<file path="config.mk">
export PLATFORM = sky130hd
export DESIGN_NAME = aes_spi_master
export DESIGN_NICKNAME = d
export VERILOG_FILES = /design/src/rtl/aes_spi_pkg.sv /design/src/rtl/aes_spi_master_spi_clk_div.sv /design/src/rtl/aes_spi_master.sv
export SDC_FILE = /design/constraint.sdc
export NUM_CORES = 1
export LEC_CHECK = 0
export BUFFER_PORTS_ARGS = -buffer_cell sky130_fd_sc_hd__clkbuf_2
export CAP_MARGIN = 40
export CORE_MARGIN = 5
export CORE_UTILIZATION = 45
export CTS_BUF_LIST = sky130_fd_sc_hd__clkbuf_4 sky130_fd_sc_hd__clkbuf_8
export CTS_CLUSTER_DIAMETER = 200
export CTS_CLUSTER_SIZE = 24
export DETAILED_ROUTE_END_ITERATION = 6
export PLACE_DENSITY_LB_ADDON = 0.2
export SLEW_MARGIN = 30
export SYNTH_ARGS = -nofsm -noshare
export SYNTH_HDL_FRONTEND = slang
export SYNTH_SLANG_ARGS = --single-unit
export TNS_END_PERCENT = 30
</file>
<file path="constraint.sdc">
create_clock -name clk -period 2.75 [get_ports clk]
set_input_delay 0.275 -clock clk [delete_from_list [all_inputs] [get_ports clk]]
set_output_delay 0.275 -clock clk [all_outputs]
set_load 0.05 [all_outputs]
</file>
<file path="src/rtl/aes_spi_pkg.sv">
// Shared definitions for the AES SPI master/slave pair.
// Latency: n/a (types, constants and constant functions only).
// Backpressure: n/a.
package aes_spi_pkg;

    // Frame phases in link order
    typedef enum logic [2:0] {
        IDLE,
        SEND_DATA,
        SEND_KEY,
        WAIT,
        RECV,
        FINISH
    } state_t;

    localparam int BLOCK_W = 128;

    // AES round count for a key of nk 32-bit words
    function automatic int nr_of(input int nk);
        return nk + 6;
    endfunction

    // SCLK periods per frame: data out, key out, slave compute gap, result in
    function automatic int frame_len(input int nk, input int wait_sclk);
        return 2 * BLOCK_W + nk * 32 + wait_sclk;
    endfunction

endpackage

</file>
<file path="src/rtl/aes_spi_master_spi_clk_div.sv">
// SCLK generator: divides clk by CLK_DIV per half-period; strobes mark the clk
//   cycle in which sclk will toggle (rise_tick: 0->1, fall_tick: 1->0).
// Latency: first rise_tick CLK_DIV cycles after clr drops. Backpressure: none.
// Ports: clk, clr (sync clear, holds sclk low), rise_tick, fall_tick, sclk.
module spi_clk_div #(
    parameter int CLK_DIV = 50
) (
    input  logic clk,
    input  logic clr,
    output logic rise_tick,
    output logic fall_tick,
    output logic sclk
);

    localparam int DW = (CLK_DIV > 1) ? $clog2(CLK_DIV) : 1;

    logic [DW-1:0] div_cnt;
    logic          tick;

    assign tick      = (div_cnt == DW'(CLK_DIV - 1));
    assign rise_tick = tick & ~sclk;
    assign fall_tick = tick & sclk;

    always_ff @(posedge clk) begin
        if (clr) begin
            div_cnt <= '0;
            sclk    <= 1'b0;
        end else if (tick) begin
            div_cnt <= '0;
            sclk    <= ~sclk;
        end else begin
            div_cnt <= div_cnt + 1'b1;
        end
    end

endmodule

</file>
<file path="src/rtl/aes_spi_master.sv">
// SPI mode-0 master: ships one block + NK-word key to the AES slave, waits
//   WAIT_SCLK periods, then reads the 128-bit result back (all fields LSB first).
// Latency: done 2 + 2*CLK_DIV*frame_len(NK,WAIT_SCLK) cycles after start.
// Backpressure: start is only accepted in IDLE and not in the done cycle;
//   starts while busy are dropped, never queued.
// Ports: clk, reset (sync, active high); host side start/mode_in/data_in/key_in
//   in, busy/done/result out; link side sclk/cs_n/mosi/mode out, miso in.
module aes_spi_master
    import aes_spi_pkg::*;
#(
    parameter int NK        = 4,
    parameter int CLK_DIV   = 50,
    parameter int WAIT_SCLK = 16
) (
    input  logic                 clk,
    input  logic                 reset,
    input  logic                 start,
    input  logic                 mode_in,
    input  logic [BLOCK_W-1:0]   data_in,
    input  logic [NK*32-1:0]     key_in,
    output logic                 busy,
    output logic                 done,
    output logic [BLOCK_W-1:0]   result,
    output logic                 sclk,
    output logic                 cs_n,
    output logic                 mosi,
    input  logic                 miso,
    output logic                 mode
);

    localparam int KW    = NK * 32;
    localparam int FRAME = frame_len(NK, WAIT_SCLK);
    localparam int CW    = $clog2(FRAME);
    localparam int DIW   = $clog2(BLOCK_W);
    localparam int KIW   = $clog2(KW);

    localparam logic [CW-1:0] LAST_DATA = CW'(BLOCK_W - 1);
    localparam logic [CW-1:0] LAST_KEY  = CW'(KW - 1);
    localparam logic [CW-1:0] LAST_WAIT = CW'(WAIT_SCLK - 1);

    generate
        if (!(NK == 4 || NK == 6 || NK == 8) || CLK_DIV < 2) begin : g_bad_param
            $error("aes_spi_master: NK must be 4, 6 or 8 and CLK_DIV at least 2");
        end
    endgenerate

    state_t             state, state_nxt;
    logic [CW-1:0]      bit_cnt, cnt_nxt, cnt_inc;
    logic [BLOCK_W-1:0] data_sh, data_sh_nxt;
    logic [KW-1:0]      key_sh, key_sh_nxt;
    logic [BLOCK_W-1:0] rx_sh, rx_sh_nxt;
    logic [BLOCK_W-1:0] result_nxt;
    logic               busy_nxt, done_nxt, cs_n_nxt, mosi_nxt, mode_nxt;
    logic               div_clr, rise_tick, fall_tick;

    // Divider only runs while the link is mid-frame, so every frame starts
    // with a full half-period of sclk low after cs_n falls.
    assign div_clr = reset | (state == IDLE) | (state == FINISH);

    spi_clk_div #(.CLK_DIV(CLK_DIV)) u_clk_div (
        .clk       (clk),
        .clr       (div_clr),
        .rise_tick (rise_tick),
        .fall_tick (fall_tick),
        .sclk      (sclk)
    );

    // bit_cnt restarts at 0 in every phase so it indexes each shadow directly
    assign cnt_inc = bit_cnt + 1'b1;

    always_comb begin
        state_nxt   = state;
        cnt_nxt     = bit_cnt;
        data_sh_nxt = data_sh;
        key_sh_nxt  = key_sh;
        rx_sh_nxt   = rx_sh;
        result_nxt  = result;
        busy_nxt    = busy;
        done_nxt    = 1'b0;
        cs_n_nxt    = cs_n;
        mosi_nxt    = mosi;
        mode_nxt    = mode;

        case (state)
            IDLE: begin
                // done still high means the previous frame just closed
                if (start && !done) begin
                    data_sh_nxt = data_in;
                    key_sh_nxt  = key_in;
                    mode_nxt    = mode_in;
                    busy_nxt    = 1'b1;
                    cs_n_nxt    = 1'b0;
                    mosi_nxt    = data_in[0];
                    cnt_nxt     = '0;
                    state_nxt   = SEND_DATA;
                end
            end
            SEND_DATA: begin
                if (fall_tick) begin
                    if (bit_cnt == LAST_DATA) begin
                        cnt_nxt   = '0;
                        mosi_nxt  = key_sh[0];
                        state_nxt = SEND_KEY;
                    end else begin
                        cnt_nxt  = cnt_inc;
                        mosi_nxt = data_sh[cnt_inc[DIW-1:0]];
                    end
                end
            end
            SEND_KEY: begin
                if (fall_tick) begin
                    if (bit_cnt == LAST_KEY) begin
                        cnt_nxt   = '0;
                        mosi_nxt  = 1'b0;
                        state_nxt = (WAIT_SCLK == 0) ? RECV : WAIT;
                    end else begin
                        cnt_nxt  = cnt_inc;
                        mosi_nxt = key_sh[cnt_inc[KIW-1:0]];
                    end
                end
            end
            WAIT: begin
                if (fall_tick) begin
                    if (bit_cnt == LAST_WAIT) begin
                        cnt_nxt   = '0;
                        state_nxt = RECV;
                    end else begin
                        cnt_nxt = cnt_inc;
                    end
                end
            end
            RECV: begin
                if (rise_tick) begin
                    rx_sh_nxt = {miso, rx_sh[BLOCK_W-1:1]};
                end
                if (fall_tick) begin
                    if (bit_cnt == LAST_DATA) begin
                        cnt_nxt   = '0;
                        state_nxt = FINISH;
                    end else begin
                        cnt_nxt = cnt_inc;
                    end
                end
            end
            FINISH: begin
                cs_n_nxt   = 1'b1;
                mosi_nxt   = 1'b0;
                busy_nxt   = 1'b0;
                done_nxt   = 1'b1;
                result_nxt = rx_sh;
                state_nxt  = IDLE;
            end
            default: begin
                state_nxt = IDLE;
            end
        endcase
    end

    always_ff @(posedge clk) begin
        if (reset) begin
            state   <= IDLE;
            bit_cnt <= '0;
            data_sh <= '0;
            key_sh  <= '0;
            rx_sh   <= '0;
            result  <= '0;
            busy    <= 1'b0;
            done    <= 1'b0;
            cs_n    <= 1'b1;
            mosi    <= 1'b0;
            mode    <= 1'b0;
        end else begin
            state   <= state_nxt;
            bit_cnt <= cnt_nxt;
            data_sh <= data_sh_nxt;
            key_sh  <= key_sh_nxt;
            rx_sh   <= rx_sh_nxt;
            result  <= result_nxt;
            busy    <= busy_nxt;
            done    <= done_nxt;
            cs_n    <= cs_n_nxt;
            mosi    <= mosi_nxt;
            mode    <= mode_nxt;
        end
    end

endmodule

</file>
Word level (Yosys, flattened, before mapping)
Cells that the tools add are included.
Widths: inputs -> output; s select.
Word-level totals
  register bits after elaboration: 536
  bits in latches: 0
  memory bits (writable): 0
  memory bits (read-only): 0
  input port bits: 261
  output and inout bits: 134
  word-level logic and storage cells: 84
  memories: 0
Operators by class
  $add $sub $neg: 2
  $mul: 0
  div/mod/pow operators: 0
  magnitude comparators: 1
  equal/unequal tests: 18
  shift operators: 0
  mux-type cells: 31
  bitwise gates (word level): 5
  reduce and logical (&&, ||, !) cells: 14
Operators with widths (count)
  $mux 9: 5
  $mux 3: 9
  $pmux 9 s3: 1
  $ne 2x2->1 const B: 8
  $pmux 3 s5: 1
  $bmux 1 s7: 2
  $mux 1: 10
  $add 9x1->9 const B: 1
  $eq 9x4->1 const B: 1
  $eq 9x7->1 const B: 1
  $reduce_and 9->1: 1
  $lt 7x8->1 const B: 1
  $reduce_and 4->1: 2
  $add 6x1->6 const B: 1
  $eq 3x2->1 const B: 2
  $eq 3x3->1 const B: 2
  $eq 6x6->1 const B: 1
  $reduce_and 2->1: 3
  $ne 2x1->1 const B: 2
  $pmux 1 s2: 2
  $pmux 1 s4: 1
  $reduce_bool 4->1: 1
  $eq 3x1->1 const B: 1
  $logic_not 3->1: 1
  other kinds (9): 11

Logic depth before layout (Yosys ltp)
  word-level depth: 6
  depth in mapped cells: 13
  mapped depth without buffers: 10

Cells and area by module
A second synthesis with hierarchy kept.
Unflattened totals
  cells, all modules: 2403
  area, all modules: 20533.4 µm²
Modules (own cells, without submodules)
  aes_spi_master: instances 1, cells each 2372, area an instance 20221.9 µm²
  spi_clk_div: instances 1, cells each 31, area an instance 311.5 µm²

Worst setup path after synthesis
Ideal clock, no wire load.
  path kind: register to register
  start: reg bit_cnt[0]
  end: reg mosi
  setup time: 116 ps
  arrival: 2385 ps
  data required time: 2634 ps
  path slack: 249 ps
  stages on the path, launching flop included: 10
  clock period less this slack: 2501 ps
  cells stage by stage: dfxtp_1 > ha_1 > buf_6 > buf_4 > mux4_2 > a2111oi_4 > nor3_1 > a221oi_2 > o21ai_1 > a41o_1
On the way
  word-level cells in the longest chain between the ends: 6
Ends and longest elaborated chain
  start: declaration: RTL line aes_spi_master.sv:48  | logic [CW-1:0] bit_cnt, cnt_nxt, cnt_inc;
  start signal: assignment: RTL line aes_spi_master.sv:174  | bit_cnt <= cnt_nxt;
  $add 9x1->9: RTL line aes_spi_master.sv:69  | assign cnt_inc = bit_cnt + 1'b1;
  $bmux 1 s7, on equally long branches: RTL line aes_spi_master.sv:118, aes_spi_master.sv:106
  $mux 1, on equally long branches: RTL line aes_spi_master.sv:118, aes_spi_master.sv:106
  $mux 1, on equally long branches: RTL line aes_spi_master.sv:112, aes_spi_master.sv:100
  $mux 1, on equally long branches: RTL line aes_spi_master.sv:111, aes_spi_master.sv:99
  $pmux 1 s4 *: RTL line aes_spi_master.sv:84  | case (state)
  end signal: assignment: RTL line aes_spi_master.sv:182  | mosi <= mosi_nxt;
  end: declaration: RTL line aes_spi_master.sv:26  | output logic mosi,
Every way passes the cells marked *; elsewhere a longest branch is shown, timed or not. The select of a mux whose other input is x is not followed.
A chain may end at the register's enable or synchronous reset.

Final worst setup path
Same ends and word-level chain as after synthesis.

==> flow_metrics.py <==
metrics = {
    "outcome": {
        "outcome": "finished, final reports clean",
    },
    "logic_synthesis": {
        "synth_simple_gate_area_share_pct": 20.2,
        "synth_mux_area_share_pct": 4.14,
        "ys_seq_area_share_pct": 52.3,
        "synth_ff_type": "dfxtp_1",
        "synth_adder_area_share_pct": 0.183,
        "ys_types": 59,
        "yosysWarnings": 0,
        "syn_area_per_cell_um2": 8.27,
        "synth_area_um2": 20500,
        "synth-xor-area-share_pct": 0.714,
        "synth_compound_area_share_pct": 18.3,
        "synth_top_family_by_area": "simple AND/OR/NAND/NOR gates",
        "synth_edf_count": 0,
        "syn_inst": 2479,
        "ys_seq_elements": 536,
        "async_flop_share_pct": 0,
        "synth_nets": 2743,
    },
    "sta": {
        "hold_viol": 0,
        "setup_tns_ns": 0,
        "post-route-period-util_pct": 99.2,
        "worst_pin_slew_ns": 0.953,
        "setup_viol": 0,
        "fmax_mhz": 367,
        "rsz0062_at_grt": "true",
        "clock_skew_ns": 0.0403,
        "hold-worst-slack_ns": 0.264,
        "min_period_ns": 2.73,
        "slew_viol_final": 0,
        "slew_headroom_pct": 36.4,
    },
    "finish": {
        "register_area_um2": 10700,
        "fill_cells": 3929,
        "multi_input_area_um2": 8990,
        "layout-drive-gt1-share_pct": 17.5,
        "area.growth.synth_to_final_pct": 27.9,
        "fin_util_pct": 58.0,
        "nets": 3292,
        "final_cells": 3631,
    },
    "critical_path": {
        "worstPathCellList": "buf_4 > and2_1 > a211oi_1 > nor2_1 > o22ai_1 > nor4_1 > o22ai_1 > a41oi_1 > a41o_1",
        "r2r_start": "bit_cnt[0]",
        "worst-path-stages": 9,
        "arrival_ns": 3.34,
        "crit_family": "simple AND/OR/NAND/NOR gates",
        "path_buf_inv": 1,
        "cpMostUsedCell": "o22ai_1",
        "critPathLaunchType": "register",
        "worstSetupPathType": "register to register",
        "worst-path-max-fanout": 32,
        "end_kind": "register",
        "slowest_delay_ns": 0.61,
        "cp.required_ns": 3.36,
        "r2r_cells": 9,
        "critPathSlowestCell": "nor2_1",
        "rr_endpoint": "mosi",
        "r2r_setup_slack_ns": 0.02,
    },
    "place": {
        "port_buffers": 394,
        "place.gp.congestion": 0.874,
        "dp_cells": 3328,
        "dp_hpwl_mm": 40.8,
    },
    "floorplanning": {
        "placementRows": 78,
        "die_x_um": 223,
        "dieArea_um2": 49900,
        "core_um2": 45200,
        "fp.dieH_um": 223,
        "ios": 395,
        "initial_core_util_pct": 45.4,
    },
    "worst_hold_path": {
        "hp-class": "input port to register",
        "hold_path_depth": 5,
        "hold_end": "key_sh[0]",
        "hp-start": "start",
    },
    "global_route": {
        "track_usage_pct": 24.3,
        "grt_overflow": 0,
        "antenna_found_initial": 2,
        "grt_max_degree": 211,
        "grt_pass1_wl_mm": 101,
        "grt_pass1_vias": 19052,
    },
    "power": {
        "vdd_drop_max_v": 0.000379,
        "leakagePower_nw": 10.2,
        "pwr_density_cell_nw_per_um2": 604,
    },
    "route": {
        "drtAntennaViolNets": 0,
        "drtIter0Drc": 1760,
        "via_per_inst": 5.34,
        "post-route-drc-count": 0,
        "firstDrtPassIters": 5,
        "routed_wl_mm": 63.4,
        "wl_per_cell_um": 17.5,
        "vias": 19396,
    },
    "clocking": {
        "cts.path.max_buffers": 3,
        "cts_inserted_buffers": 26,
        "cts_tree": "built",
        "cts.sinks": 536,
        "clk_latency_ns": 0.66,
        "cts.root.buffer_cell": "clkbuf_8",
        "h-tree-depth": 1,
        "clkTransAtPathRegs_ns": 0.15,
    },
    "flow_run": {
        "max-cap-violations": 0,
    },
}
flip-flops by register name (all words and copies together), names as in the netlist:
name	cells
key_sh	128
data_sh	128
state	3
u_clk_div.sclk	1
result	128
cs_n	1
done	1
mosi	1
busy	1
mode	1
rx_sh	128
u_clk_div.div_cnt	6
bit_cnt	9
per-stage QoR:
step | area, um^2 | setup WS [ns] | total power, mW
floorplan | 20500 | 0.249 | 11.3
global placement | 23100 | 0.0812 | 12.3
detailed placement | 23100 | 0.0127 | 12.4
CTS | 26200 | 0.000871 | 15.9
global route | 26200 | -0.162 | 16.7
finish | 26200 | 0.0217 | 15.8
worst reg2reg max path, cell delays in order, from the launching register on:
cell and delay, ns:
dfxtp_2 0.37, buf_4 0.41, and2_1 0.24, a211oi_1 0.06, nor2_1 0.61, o22ai_1 0.19, nor4_1 0.29, o22ai_1 0.16
a41oi_1 0.23, a41o_1 0.13
routing by layer:
layer	vias up	global-route usage (%)	wire length, um
li1	9413	-	-
met1	9059	31.7	26700
met2	739	40.2	29800
met3	185	4.04	4110
met4	0	9.72	2770
met5	-	0	0
synthesized netlist by cell type, types with 2 or more instances:
cell | instances | area share, %
and2_1 | 3 | 0.092
buf_6 | 3 | 0.16
a41oi_1 | 3 | 0.13
a31oi_1 | 16 | 0.49
inv_1 | 5 | 0.092
nand3_1 | 40 | 0.98
nor2_1 | 45 | 0.82
or4_1 | 2 | 0.073
nor3_1 | 4 | 0.098
a21oi_1 | 409 | 10
o21ai_1 | 2 | 0.049
or3_1 | 4 | 0.12
a311oi_1 | 2 | 0.085
mux2i_1 | 32 | 1.6
a41o_1 | 2 | 0.098
nor4_1 | 7 | 0.21
o22ai_1 | 3 | 0.092
nand2_1 | 913 | 17
nor2b_1 | 6 | 0.18
xor2_1 | 4 | 0.17
or2_2 | 2 | 0.061
nand2b_1 | 4 | 0.12
buf_4 | 5 | 0.18
a22oi_1 | 4 | 0.15
o21ai_0 | 9 | 0.22
nand4_1 | 3 | 0.092
dfxtp_1 | 536 | 52
mux4_2 | 23 | 2.5
buf_2 | 28 | 0.68
clkbuf_1 | 161 | 2.9
xnor2_1 | 9 | 0.38
a21o_1 | 2 | 0.073
nor2_2 | 2 | 0.061
a22o_1 | 128 | 5.5
nor3b_1 | 5 | 0.18
and3_1 | 3 | 0.092
buf_1 | 4 | 0.073
nand3b_1 | 3 | 0.11
o31a_1 | 2 | 0.085
a211oi_1 | 5 | 0.18
a32oi_1 | 16 | 0.68
ha_1 | 3 | 0.18
repair_timing:
item                                    4_1_cts  5_1_grt
hold buffers                                269        0
resized for setup                             1        4
endpoints found under the setup margin        1       14
endpoints found under the hold margin       261        0
gates cloned                                  0        0
buffers inserted                              0        3
pin swaps                                     0        0
report_power, final:
group          switching, mW  internal, mW  leakage (nW)  total (mW)
clock                   2.32         0.884         0.199        3.20
combinational           2.25          1.41          5.63        3.66
sequential             0.479          8.50          4.36        8.98
kinds of logic (layout without fill, tap and decap cells):
family / Yosys count / after routing
simple gates: 1050 / 1050
compound gates: 612 / 612
flops: 536 / 536
buf+inv: 207 / 756
mux: 56 / 56
xor+xnor: 15 / 15
fa+ha+maj: 3 / 3
other cells: 0 / 3
worst max-delay path by stage:
| stage | startpoint | end | slack (ns) |
|---|---|---|---|
| 3_5_place_dp | bit_cnt[0] | mosi | 0.01 |
| 4_1_cts | bit_cnt[0] | mosi | 0.0009 |
| 6_report | bit_cnt[0] | mosi | 0.02 |
| 2_1_floorplan | bit_cnt[0] | mosi | 0.25 |
| 5_1_grt | bit_cnt[2] | mosi | -0.16 |
| 3_3_place_gp | bit_cnt[0] | mosi | 0.08 |
cells in the final DEF (no fill, tap or decap), drive strengths merged, types with 2 or more instances in the layout:
cell type / instances
a2111oi: 2
a211oi: 5
a21o: 2
a21oi: 409
a22o: 128
a22oi: 4
a311oi: 2
a31oi: 16
a32oi: 16
a41o: 2
a41oi: 3
and2: 4
and3: 3
buf: 60
clkbuf: 419
dfxtp: 536
diode: 3
dlygate4sd3: 269
ha: 3
inv: 8
mux2i: 32
mux4: 23
nand2: 913
nand2b: 4
nand3: 40
nand3b: 3
nand4: 3
nor2: 47
nor2b: 6
nor3: 4
nor3b: 5
nor4: 7
o21ai: 11
o22ai: 3
o31a: 2
or2: 3
or3: 4
or4: 2
xnor2: 10
xor2: 5
final cells by class:
class	instances	share of cell area, %
flip-flops and latches	536	40.9
clock inverters	2	0.0954
inverters	6	0.0859
multi-input cells	1736	34.3
well taps	600	2.86
diodes	3	0.0286
clock buffers	26	1.36
repair buffers	722	20.4
(Power assumes the default switching activity.)
